File: src/rtl/usb_hub_repeater_core.sv
// Bit-level USB hub repeater: one direction per packet, host broadcast or one arbitrated
// device up to the host, with babble detection and forced end-of-packet.

module usb_hub_repeater_lane (
  input  logic       hi_clock,
  input  logic       reset,
  input  logic       ld_i,
  input  logic [1:0] sym_d_i,
  input  logic       oe_d_i,
  input  logic       flag_set_i,
  input  logic       flag_clr_i,
  output logic       tx_plus_o,
  output logic       tx_minus_o,
  output logic       tx_oe_o,
  output logic       babble_flag_o
);
  logic [1:0] sym_q;
  logic       oe_q;
  logic       flag_q;

  always_ff @(posedge hi_clock) begin
    if (reset) begin
      sym_q  <= 2'b10;
      oe_q   <= 1'b0;
      flag_q <= 1'b0;
    end else begin
      if (ld_i) begin
        sym_q <= sym_d_i;
        oe_q  <= oe_d_i;
      end
      // set wins over a same-cycle clear
      if (flag_set_i)      flag_q <= 1'b1;
      else if (flag_clr_i) flag_q <= 1'b0;
    end
  end

  assign tx_plus_o     = sym_q[1];
  assign tx_minus_o    = sym_q[0];
  assign tx_oe_o       = oe_q;
  assign babble_flag_o = flag_q;
endmodule

module usb_hub_repeater_core #(
  parameter int NUM_USB_DEVICES = 4,
  parameter int BABBLE_LIMIT    = 1200,
  parameter int ROUND_ROBIN     = 0
) (
  input  logic                       hi_clock,
  input  logic                       reset,
  input  logic                       bit_strobe,
  input  logic                       host_rx_plus,
  input  logic                       host_rx_minus,
  output logic                       host_tx_plus,
  output logic                       host_tx_minus,
  output logic                       host_tx_oe,
  input  logic [NUM_USB_DEVICES-1:0] device_rx_plus,
  input  logic [NUM_USB_DEVICES-1:0] device_rx_minus,
  output logic [NUM_USB_DEVICES-1:0] device_tx_plus,
  output logic [NUM_USB_DEVICES-1:0] device_tx_minus,
  output logic [NUM_USB_DEVICES-1:0] device_tx_oe,
  input  logic [NUM_USB_DEVICES-1:0] port_enable,
  input  logic [NUM_USB_DEVICES-1:0] babble_clear,
  output logic [NUM_USB_DEVICES-1:0] babble_flag,
  output logic [1:0]                 repeater_state
);
  localparam int N  = NUM_USB_DEVICES;
  localparam int CW = $clog2(BABBLE_LIMIT + 1);
  localparam int IW = (N > 1) ? $clog2(N) : 1;

  localparam logic [1:0] SYM_J   = 2'b10;
  localparam logic [1:0] SYM_K   = 2'b01;
  localparam logic [1:0] SYM_SE0 = 2'b00;

  typedef enum logic [1:0] {ST_IDLE = 2'd0, ST_DOWN = 2'd1, ST_UP = 2'd2, ST_FEOP = 2'd3} state_e;
  typedef struct packed {
    logic [1:0] sym;
    logic       oe;
  } drv_t;

  state_e            state_q, state_d;
  logic [N-1:0]      act_q, act_d;
  logic [IW-1:0]     win_q, win_d;
  logic [IW-1:0]     ptr_q, ptr_d;
  logic [CW-1:0]     cnt_q, cnt_d, cnt_inc;
  logic [1:0]        prev_q, prev_d;
  logic [1:0]        fe_q, fe_d;
  drv_t              host_q, host_d;

  logic [N-1:0][1:0] dev_sym;
  logic [N-1:0]      dev_k;
  logic [N-1:0]      eligible;
  logic [N-1:0]      req;
  logic [1:0]        host_sym;
  logic [1:0]        win_sym;
  logic              win_vld;
  logic [IW-1:0]     win_idx;
  int                start;
  int                idx;
  logic [1:0]        dev_sym_d;
  logic [N-1:0]      dev_oe_d;
  logic [N-1:0]      flag_set;

  // SE1 is folded into J so all later compares see only J, K or SE0
  assign host_sym = (host_rx_plus & host_rx_minus) ? SYM_J : {host_rx_plus, host_rx_minus};

  always_comb begin
    dev_sym = '0;
    dev_k   = '0;
    for (int i = 0; i < N; i++) begin
      dev_sym[i] = (device_rx_plus[i] & device_rx_minus[i]) ? SYM_J
                                                            : {device_rx_plus[i], device_rx_minus[i]};
      dev_k[i]   = (dev_sym[i] == SYM_K);
    end
  end

  assign eligible = port_enable & ~babble_flag;
  assign req      = eligible & dev_k;
  assign win_sym  = dev_sym[win_q];
  assign cnt_inc  = (cnt_q == CW'(BABBLE_LIMIT)) ? cnt_q : cnt_q + CW'(1);

  // Search starts at 0 (fixed priority) or one past the last winner (round-robin)
  always_comb begin
    win_vld = 1'b0;
    win_idx = '0;
    idx     = 0;
    start   = (ROUND_ROBIN != 0) ? ((int'(ptr_q) + 1) % N) : 0;
    for (int k = 0; k < N; k++) begin
      idx = (start + k) % N;
      if (!win_vld && req[idx]) begin
        win_vld = 1'b1;
        win_idx = IW'(idx);
      end
    end
  end

  always_comb begin
    state_d   = state_q;
    act_d     = act_q;
    win_d     = win_q;
    ptr_d     = ptr_q;
    cnt_d     = cnt_q;
    prev_d    = prev_q;
    fe_d      = fe_q;
    host_d    = host_q;
    dev_sym_d = SYM_J;
    dev_oe_d  = '0;
    flag_set  = '0;
    if (bit_strobe) begin
      host_d = '{sym: SYM_J, oe: 1'b0};
      case (state_q)
        ST_IDLE: begin
          if (host_sym == SYM_K) begin
            state_d   = ST_DOWN;
            act_d     = eligible;
            dev_sym_d = SYM_K;
            dev_oe_d  = eligible;
            prev_d    = SYM_K;
          end else if (win_vld) begin
            state_d = ST_UP;
            win_d   = win_idx;
            ptr_d   = win_idx;
            cnt_d   = '0;
            prev_d  = SYM_K;
            host_d  = '{sym: SYM_K, oe: 1'b1};
          end
        end
        ST_DOWN: begin
          act_d    = act_q & port_enable;
          dev_oe_d = act_d;
          prev_d   = host_sym;
          if (prev_q == SYM_SE0 && host_sym == SYM_J) begin
            dev_sym_d = SYM_J;
            state_d   = ST_IDLE;
          end else begin
            dev_sym_d = host_sym;
          end
        end
        ST_UP: begin
          cnt_d     = cnt_inc;
          prev_d    = win_sym;
          host_d.oe = 1'b1;
          // on a termination strobe the host keeps its last symbol; FORCE_EOP drives the rest
          if (!port_enable[win_q]) begin
            state_d = ST_FEOP;
            fe_d    = '0;
            host_d  = host_q;
          end else if (prev_q == SYM_SE0 && win_sym == SYM_J) begin
            host_d.sym = SYM_J;
            state_d    = ST_IDLE;
          end else if (cnt_inc == CW'(BABBLE_LIMIT)) begin
            flag_set[win_q] = 1'b1;
            state_d         = ST_FEOP;
            fe_d            = '0;
            host_d          = host_q;
          end else begin
            host_d.sym = win_sym;
          end
        end
        ST_FEOP: begin
          host_d.oe = 1'b1;
          if (fe_q == 2'd2) begin
            host_d.sym = SYM_J;
            state_d    = ST_IDLE;
          end else begin
            host_d.sym = SYM_SE0;
            fe_d       = fe_q + 2'd1;
          end
        end
        default: state_d = ST_IDLE;
      endcase
    end
  end

  always_ff @(posedge hi_clock) begin
    if (reset) begin
      state_q <= ST_IDLE;
      act_q   <= '0;
      win_q   <= '0;
      ptr_q   <= '0;
      cnt_q   <= '0;
      prev_q  <= SYM_J;
      fe_q    <= '0;
      host_q  <= '{sym: SYM_J, oe: 1'b0};
    end else begin
      state_q <= state_d;
      act_q   <= act_d;
      win_q   <= win_d;
      ptr_q   <= ptr_d;
      cnt_q   <= cnt_d;
      prev_q  <= prev_d;
      fe_q    <= fe_d;
      host_q  <= host_d;
    end
  end

  for (genvar i = 0; i < N; i++) begin : g_lane
    usb_hub_repeater_lane u_lane (
      .hi_clock      (hi_clock),
      .reset         (reset),
      .ld_i          (bit_strobe),
      .sym_d_i       (dev_oe_d[i] ? dev_sym_d : SYM_J),
      .oe_d_i        (dev_oe_d[i]),
      .flag_set_i    (flag_set[i]),
      .flag_clr_i    (babble_clear[i]),
      .tx_plus_o     (device_tx_plus[i]),
      .tx_minus_o    (device_tx_minus[i]),
      .tx_oe_o       (device_tx_oe[i]),
      .babble_flag_o (babble_flag[i])
    );
  end

  assign host_tx_plus   = host_q.sym[1];
  assign host_tx_minus  = host_q.sym[0];
  assign host_tx_oe     = host_q.oe;
  assign repeater_state = state_q;
endmodule

File: config.mk
export PLATFORM = sky130hd
export DESIGN_NAME = usb_hub_repeater_core
export DESIGN_NICKNAME = d
export VERILOG_FILES = /design/src/rtl/usb_hub_repeater_core.sv
export SDC_FILE = /design/constraint.sdc
export NUM_CORES = 1
export LEC_CHECK = 0
export BUFFER_PORTS_ARGS = -buffer_cell sky130_fd_sc_hd__buf_2
export CELL_PAD_IN_SITES_DETAIL_PLACEMENT = 1
export CELL_PAD_IN_SITES_GLOBAL_PLACEMENT = 2
export CORE_ASPECT_RATIO = 0.6
export CORE_MARGIN = 4
export CORE_UTILIZATION = 35
export DETAILED_ROUTE_END_ITERATION = 10
export PLACE_DENSITY_LB_ADDON = 0.12
export SYNTH_ARGS = -nofsm -noshare
export SYNTH_HDL_FRONTEND = slang
export SYNTH_HIERARCHICAL = 1
export SYNTH_SLANG_ARGS = --single-unit
File: constraint.sdc
create_clock -name hi_clock -period 4.9 [get_ports hi_clock]
set_input_delay 0 -clock hi_clock [delete_from_list [all_inputs] [get_ports hi_clock]]
set_output_delay 0 -clock hi_clock [all_outputs]
set_load 0.02 [all_outputs]
==> PnR_summary.wiki, run 1 <==
{| class="wikitable"
! Metric !! Value
|-
| Outcome || complete, no violations
|-
| Later-pin clock latency in the skew report || 0.28 ns
|-
| Worst Hold Margin || 0.05827 ns
|-
| Placed Cells incl. Taps || 446
|-
| Clock Skews || 0.004828 ns
|-
| Routed Antenna Nets || 0
|-
| Max Root-Sink Buffers || 2
|-
| Final-stage net count || slightly below 400
|-
| Top-count cell post-synth || sky130_fd_sc_hd__nand2_1
|-
| Area overhead of the layout relative to synthesis || 18.25%
|-
| Top post-synthesis cells by area || sky130_fd_sc_hd__dfxtp_1, sky130_fd_sc_hd__nand2_1, sky130_fd_sc_hd__nor2_1
|-
| Starting DRC count in detailed routing || 162
|-
| Async set-or-reset flop fraction in the synthesized netlist || 0
|-
| Worst path slowest cell || sky130_fd_sc_hd__a211oi_2
|-
| Family of cells with the greatest summed delay on the critical path || compound AO/OA/AOI/OAI gates
|-
| Pin count of the biggest net entering global routing || 40
|-
| Clock edge transition at the registers on the reported setup and hold paths || 0.06 ns
|-
| WL/cell || 17.59 um
|-
| Final critical-path required period || approximately 2.7 ns
|-
| Setup slack of the worst register-to-register path || 2.22 ns
|-
| Combined area of all synthesized cells || 0.002557 mm2
|-
| Floorplan die area || 0.008784 mm2
|-
| DRC Markers || 0
|-
| Max frequency || 373.8 MHz
|-
| Final Setup Violations || 0
|-
| Clock H-tree levels || 2
|-
| Required time at the endpoint of the critical path || 5.04 ns
|-
| Post-detailed-routing wire length || 8.058 mm
|-
| Overall track demand over capacity in global routing || 0.1958
|-
| Via Count || roughly 2600
|-
| Nature of the critical path startpoint || flip-flop
|-
| Worst EP arrival || 2.81 ns
|-
| Cell types with the highest counts after synthesis || sky130_fd_sc_hd__nand2_1, sky130_fd_sc_hd__dfxtp_1, sky130_fd_sc_hd__nor2_1
|-
| Num CTS Buffers || 5
|-
| Hold Crit Class || primary input to flip-flop
|-
| Largest voltage drop on the vdd net || between 0.1 and 0.15 mV
|-
| Cell breakdown of the critical path || inv_1, ha_1, o21ai_0, a211oi_2, o21ai_0, nand2_1, a21oi_1
|-
| Setup crit end kind || flip-flop
|-
| Most common cell type on the critical path || sky130_fd_sc_hd__o21ai_0
|-
| Initial DRT Pass Iterations || 4
|-
| Proportion of netlist area held by the largest area contributor || 0.3288
|-
| Std-Cell Core Area || 0.006878 mm2
|-
| Root buffer cell || sky130_fd_sc_hd__clkbuf_16
|-
| Global-route wire length before repair || 13.61 mm
|-
| Number of maximum-capacitance constraint violations || 0
|-
| Number of warnings reported in the yosys synthesis log || 6
|-
| Width of the die || 118.4 um
|-
| Setup_tns || 0 ns
|-
| Vias in the first global route || 2575
|-
| Non-filler instance count after layout || 458
|-
| Slew Limit Headroom || 0.4126
|-
| # rows || 23
|-
| Largest stage delay on the critical path || ~0.77 ns
|-
| Syn nets || 361
|-
| Layout cells sized above 1 || 0.1536
|-
| Static Leak || 1.133 nW
|-
| Final hold vios || 0
|-
| Count of cell types in the netlist || 49
|-
| Vertical die dimension || 74.22 um
|-
| Total global routing overflow || 0
|-
| Dominant synthesized flop cell || sky130_fd_sc_hd__dfxtp_1
|-
| Proportion of synthesized chip area in sequential cells || 0.3288
|-
| Number of synthesized register bits || between 40 and 50
|-
| WP buf/inv || 1
|-
| Period utilisation layout || 0.5459
|-
| Syn_area_per_cell || 7.680 um2
|-
| Clock sink total || 42
|-
| Post-synthesis cell type with the largest combined area || sky130_fd_sc_hd__dfxtp_1
|-
| Antenna Cells || 0
|-
| Initial standard-cell utilization of the core || 0.3718
|-
| Vias per std cell || 5.574
|-
| Pins Over Slew Limit || 0
|-
| Antenna violations before repair || 0
|-
| Power density of the placed cells || between 300 and 400 mW/mm2
|-
| Maximum fanout encountered on the critical timing path || 18
|-
| Final GP Congestion || 0.8132
|-
| Unrepaired setup endpoints after global routing || no
|-
| I/O pin cnt || 42
|-
| Synthesized netlist cell count || 333
|-
| Slew at the pin with the worst max-slew slack || 0.8700 ns
|-
| EDFF count, synth || 0
|-
| Buffers added on ports || 41
|-
| Setup CP Type || flip-flop to flip-flop
|-
| Half-perimeter wire length after detailed placement || 6.200 mm
|-
| Fill cells || 871
|-
| TritonCTS clock tree || built
|}
cell type report:
cell class	instances	area, um2	area share
multi-input combinational	256	1588	0.5250
sequential	42	840.8	0.2780
timing repair buffer	45	245.2	0.08109
clock buffer	6	128.9	0.04261
tap	87	108.9	0.03599
inverter	20	75.07	0.02482
clock inverter	2	37.54	0.01241
state kept, by name, summed over array words and instances, names as in the netlist, 4 cells and up:
name and flops:
g_lane.u_lane/babble_flag_o 4, g_lane.u_lane/tx_oe_o 4, act_q 4, g_lane.u_lane/sym_q 8, cnt_q 11
kinds of logic (layout without fill, tap and decap cells):
logic type      Yosys count  count (layout)  synth area share
compound gates           63              63            0.1771
xor+xnor                  4               4           0.01370
flops                    42              42            0.3288
mux                      16              16           0.07289
simple gates            166             166            0.3209
buf+inv                  35              73           0.05235
fa+ha+maj                 7               7           0.03425
worst register-to-register path: stages (launching register included):
cell                       delay [ns]
sky130_fd_sc_hd__dfxtp_1         0.35
sky130_fd_sc_hd__inv_1           0.12
sky130_fd_sc_hd__ha_1            0.55
sky130_fd_sc_hd__o21ai_0         0.25
sky130_fd_sc_hd__a211oi_2        0.77
sky130_fd_sc_hd__o21ai_0         0.27
sky130_fd_sc_hd__nand2_1         0.15
sky130_fd_sc_hd__a21oi_1         0.07
repair_timing:
| item | CTS | global route |
|---|---|---|
| hold buffers | 4 | 0 |
| gates resized for setup | 0 | 0 |
| setup buffers | 0 | 0 |
| hold endpoints to repair | 4 | 0 |
metal layers:
metal	track usage	vias up	share of wire
li1	-	1257	-
met2	0.2834	54	0.37
met1	0.3016	1238	0.58
met3	0.03571	4	0.043
met5	0	-	0
met4	0.03896	0	0.0057
power breakdown:
group / switching [mW] / internal (mW)
clock: 0.138 / 0.241
combinational: 0.109 / 0.0576
sequential: 0.00963 / 0.354
metrics by stage:
stage          worst slack, ns  cell area [um2]  total power [mW]    util
2_1_floorplan            2.553             2557            0.4758       -
3_3_place_gp             2.324             2818            0.5320  0.4097
3_5_place_dp             2.268             2818            0.5351  0.4097
4_1_cts                  2.234             3024            0.9193  0.4397
5_1_grt                  1.966             3024            0.9567  0.4397
6_report                 2.225             3024            0.9101  0.4397
cells in the final DEF, fill, tap and decap left out, types with 6 or more instances in the layout:
cell type,count
sky130_fd_sc_hd__nand2_1,55
sky130_fd_sc_hd__dfxtp_1,42
sky130_fd_sc_hd__buf_2,41
sky130_fd_sc_hd__nor2_1,40
sky130_fd_sc_hd__inv_1,20
sky130_fd_sc_hd__a21oi_1,16
sky130_fd_sc_hd__nand3_1,14
sky130_fd_sc_hd__mux2i_1,13
sky130_fd_sc_hd__o21ai_0,12
sky130_fd_sc_hd__nand2b_1,10
sky130_fd_sc_hd__nor4_1,8
sky130_fd_sc_hd__nor2b_1,7
sky130_fd_sc_hd__ha_1,7
sky130_fd_sc_hd__a211o_1,6
sky130_fd_sc_hd__a32oi_1,6
path summary, 6_finish.rpt:
check	cells past startpoint	startpoint	end
worst max-delay path	7	repeater_state[0]	cnt_q[4]
worst min-delay path	3	port_enable[0]	g_lane[0].u_lane/sym_q[1]
worst max register to register	7	repeater_state[0]	cnt_q[4]
worst min register to register	2	host_tx_minus	host_tx_minus
(Power assumes the default switching activity.)
==> run 2: changes to the inputs <==
--- a/config.mk
+++ b/config.mk
@@ -10,7 +10,7 @@
 export CELL_PAD_IN_SITES_GLOBAL_PLACEMENT = 2
 export CORE_ASPECT_RATIO = 0.6
 export CORE_MARGIN = 4
-export CORE_UTILIZATION = 35
+export CORE_UTILIZATION = 32
 export DETAILED_ROUTE_END_ITERATION = 10
 export PLACE_DENSITY_LB_ADDON = 0.12
 export SYNTH_ARGS = -nofsm -noshare
==> constraint.sdc (replaced) <==
create_clock -name hi_clock -period 2.52 [get_ports hi_clock]
set_input_delay 0 -clock hi_clock [delete_from_list [all_inputs] [get_ports hi_clock]]
set_output_delay 0 -clock hi_clock [all_outputs]
set_load 0.02 [all_outputs]
==> run 2 against run 1 <==
First-iteration DRC count rose by 3.1%. Critical endpoint is now repeater_state[1]. Critical path type unchanged. Highest routed layer unchanged. Non-clock buffer count up 15. Critical path depth is 2 higher.
==> PnR_summary.wiki, run 2 (same netlist as run 1, synthesis figures left out) <==
{| class="wikitable"
! Metric !! Value
|-
| Outcome || complete, no violations
|-
| DRC Markers || 0
|-
| Setup slack of the worst register-to-register path || 0.06 ns
|-
| Later-pin clock latency in the skew report || 0.29 ns
|-
| Endpoint of the worst-slack reg-to-reg timing path || repeater_state[1]
|-
| Antenna violations before repair || 0
|-
| Largest voltage drop on the vdd net || 0.2441 mV
|-
| Final hold vios || 0
|-
| Commonest cells after routing, fill and taps aside || sky130_fd_sc_hd__nand2_1, sky130_fd_sc_hd__buf_2, sky130_fd_sc_hd__nor2_1, sky130_fd_sc_hd__dfxtp_1, sky130_fd_sc_hd__inv_1
|-
| Pins Over Slew Limit || 0
|-
| Leading registers by flop count || cnt_q x11, g_lane.u_lane/sym_q x8
|-
| Non-filler instance count after layout || 490
|-
| Root buffer cell || sky130_fd_sc_hd__clkbuf_16
|-
| Num CTS Buffers || 5
|-
| Required time at the endpoint of the critical path || 2.70 ns
|-
| Placed Cells incl. Taps || 477
|-
| Final-stage net count || 413
|-
| Final Setup Violations || 0
|-
| Static Leak || 1.211 nW
|-
| Std-Cell Core Area || 0.007507 mm2
|-
| Vertical die dimension || 77.25 um
|-
| Worst EP arrival || 2.64 ns
|-
| Setup_tns || 0 ns
|-
| Half-perimeter wire length after detailed placement || 6.722 mm
|-
| End point of the most critical hold path || g_lane[0].u_lane/babble_flag_o
|-
| Hold Crit Class || primary input to flip-flop
|-
| Worst Hold Margin || 0.01103 ns
|-
| Final critical-path required period || 2.458 ns
|-
| Number of cells on the worst hold path || 3
|-
| Vias in the first global route || 2571
|-
| # rows || 24
|-
| Clock Skews || approximately 0.0014 ns
|-
| TritonCTS clock tree || built
|-
| Initial standard-cell utilization of the core || 0.3407
|-
| Pin count of the biggest net entering global routing || 24
|-
| Max Root-Sink Buffers || 2
|-
| Total global routing overflow || 0
|-
| Clock H-tree levels || 2
|-
| Unrepaired setup endpoints after global routing || yes
|-
| Layout cells sized above 1 || 0.2073
|-
| Final GP Congestion || 0.8619
|-
| Floorplan die area || around 0.0095 mm2
|-
| Initial DRT Pass Iterations || 6
|-
| Slew Limit Headroom || 0.4104
|-
| Clock edge transition at the registers on the reported setup and hold paths || 0.06 ns
|-
| WL/cell || 17.84 um
|-
| Slew at the pin with the worst max-slew slack || slightly below 0.9 ns
|-
| Period utilisation layout || 0.9755
|-
| Startpoint of the worst-slack reg-to-reg timing path || cnt_q[0]
|-
| Finished Cell Area || 0.003193 mm2
|-
| Via Count || 2616
|-
| Logic depth of the worst register-to-register path || 9
|-
| Vias per std cell || 5.339
|-
| Setup CP Type || flip-flop to flip-flop
|-
| Nature of the critical path startpoint || flip-flop
|-
| Clock sink total || 42
|-
| Area overhead of the layout relative to synthesis || 24.85%
|-
| Most common library cell in the layout ignoring fill and taps || sky130_fd_sc_hd__nand2_1
|-
| Hold path startpoint || babble_clear[0]
|-
| Starting DRC count in detailed routing || 167
|-
| Setup crit end kind || flip-flop
|-
| Standard cell area after detailed placement || 0.002939 mm2
|-
| Overall track demand over capacity in global routing || 0.1902
|-
| Global-route wire length before repair || 14.19 mm
|-
| Max frequency || 406.8 MHz
|-
| Antenna Cells || 0
|-
| Post-detailed-routing wire length || 8.744 mm
|-
| Buffers added on ports || 41
|-
| Number of flip-flops in the largest register || 11
|-
| Width of the die || 123.4 um
|-
| Maximum fanout encountered on the critical timing path || 8
|-
| I/O pin cnt || 42
|-
| Number of maximum-capacitance constraint violations || 0
|-
| Routed Antenna Nets || 0
|-
| Register ranked first by flip-flop count || cnt_q
|-
| Power density of the placed cells || about 570 mW/mm2
|}
[run 2: cell count changes in the layout (fill, tap and decap cells not counted), sizes merged]
cell | previous run | this run
buf | 41 | 57
dlygate4sd3 | 4 | 3
clkinvlp | 1 | 0
clkbuf | 6 | 7
[run 2: worst max-delay path by stage]
stage	startpoint	slack, ns	end	cells after the start
after global placement	cnt_q[0]	0.16	repeater_state[0]	7
after floorplan	cnt_q[0]	0.17	repeater_state[0]	8
after global routing	cnt_q[0]	-0.05	repeater_state[1]	9
after detailed placement	cnt_q[0]	0.07	repeater_state[0]	7
after CTS	cnt_q[0]	0.05	repeater_state[0]	7
final	cnt_q[0]	0.06	repeater_state[1]	9
[run 2: what timing repair did]
item	in CTS	in global routing
endpoints found under the hold margin	3	0
endpoints found under the setup margin	0	11
hold buffers	3	0
setup buffers	0	2
gates resized for setup	0	10
[run 2: through the flow]
step	setup slack, ns	total power, mW	util
after global placement	0.1586	1.060	0.3915
after global routing	-0.04980	1.899	0.4253
after detailed placement	0.06988	1.061	0.3915
after floorplan	0.1725	0.9252	-
after CTS	0.04859	1.809	0.4172
final	0.06174	1.807	0.4253
[run 2: routing by layer]
layer,vias up,GRT usage,routed length [um]
met5,-,0,0
met4,0,0.02873,31
met3,4,0.04779,637
met2,76,0.2385,3163
met1,1252,0.3162,4912
li1,1284,-,-
[run 2: layout make-up]
type	count	area (um2)
fill	945	4314
sequential	42	843.3
inverter	20	75.07
clock buffer	7	132.6
tap	104	130.1
timing repair buffer	60	355.3
multi-input combinational	256	1627
clock inverter	1	30.03
[run 2: worst max-delay path, stage by stage (launching register included)]
cell and delay [ns]:
sky130_fd_sc_hd__dfxtp_2 0.39, sky130_fd_sc_hd__ha_1 0.20, sky130_fd_sc_hd__nand3_1 0.19, sky130_fd_sc_hd__or2_2 0.39, sky130_fd_sc_hd__a311o_1 0.41, sky130_fd_sc_hd__nand4_1 0.11, sky130_fd_sc_hd__buf_4 0.14, sky130_fd_sc_hd__a31oi_2 0.10
sky130_fd_sc_hd__buf_4 0.15, sky130_fd_sc_hd__o221a_2 0.25
[run 2: power by group]
group / total (mW) / leakage [nW] / internal, mW / switching (mW)
sequential: 0.711 / 0.342 / 0.689 / 0.0215
combinational: 0.356 / 0.791 / 0.131 / 0.226
clock: 0.740 / 0.0781 / 0.469 / 0.271
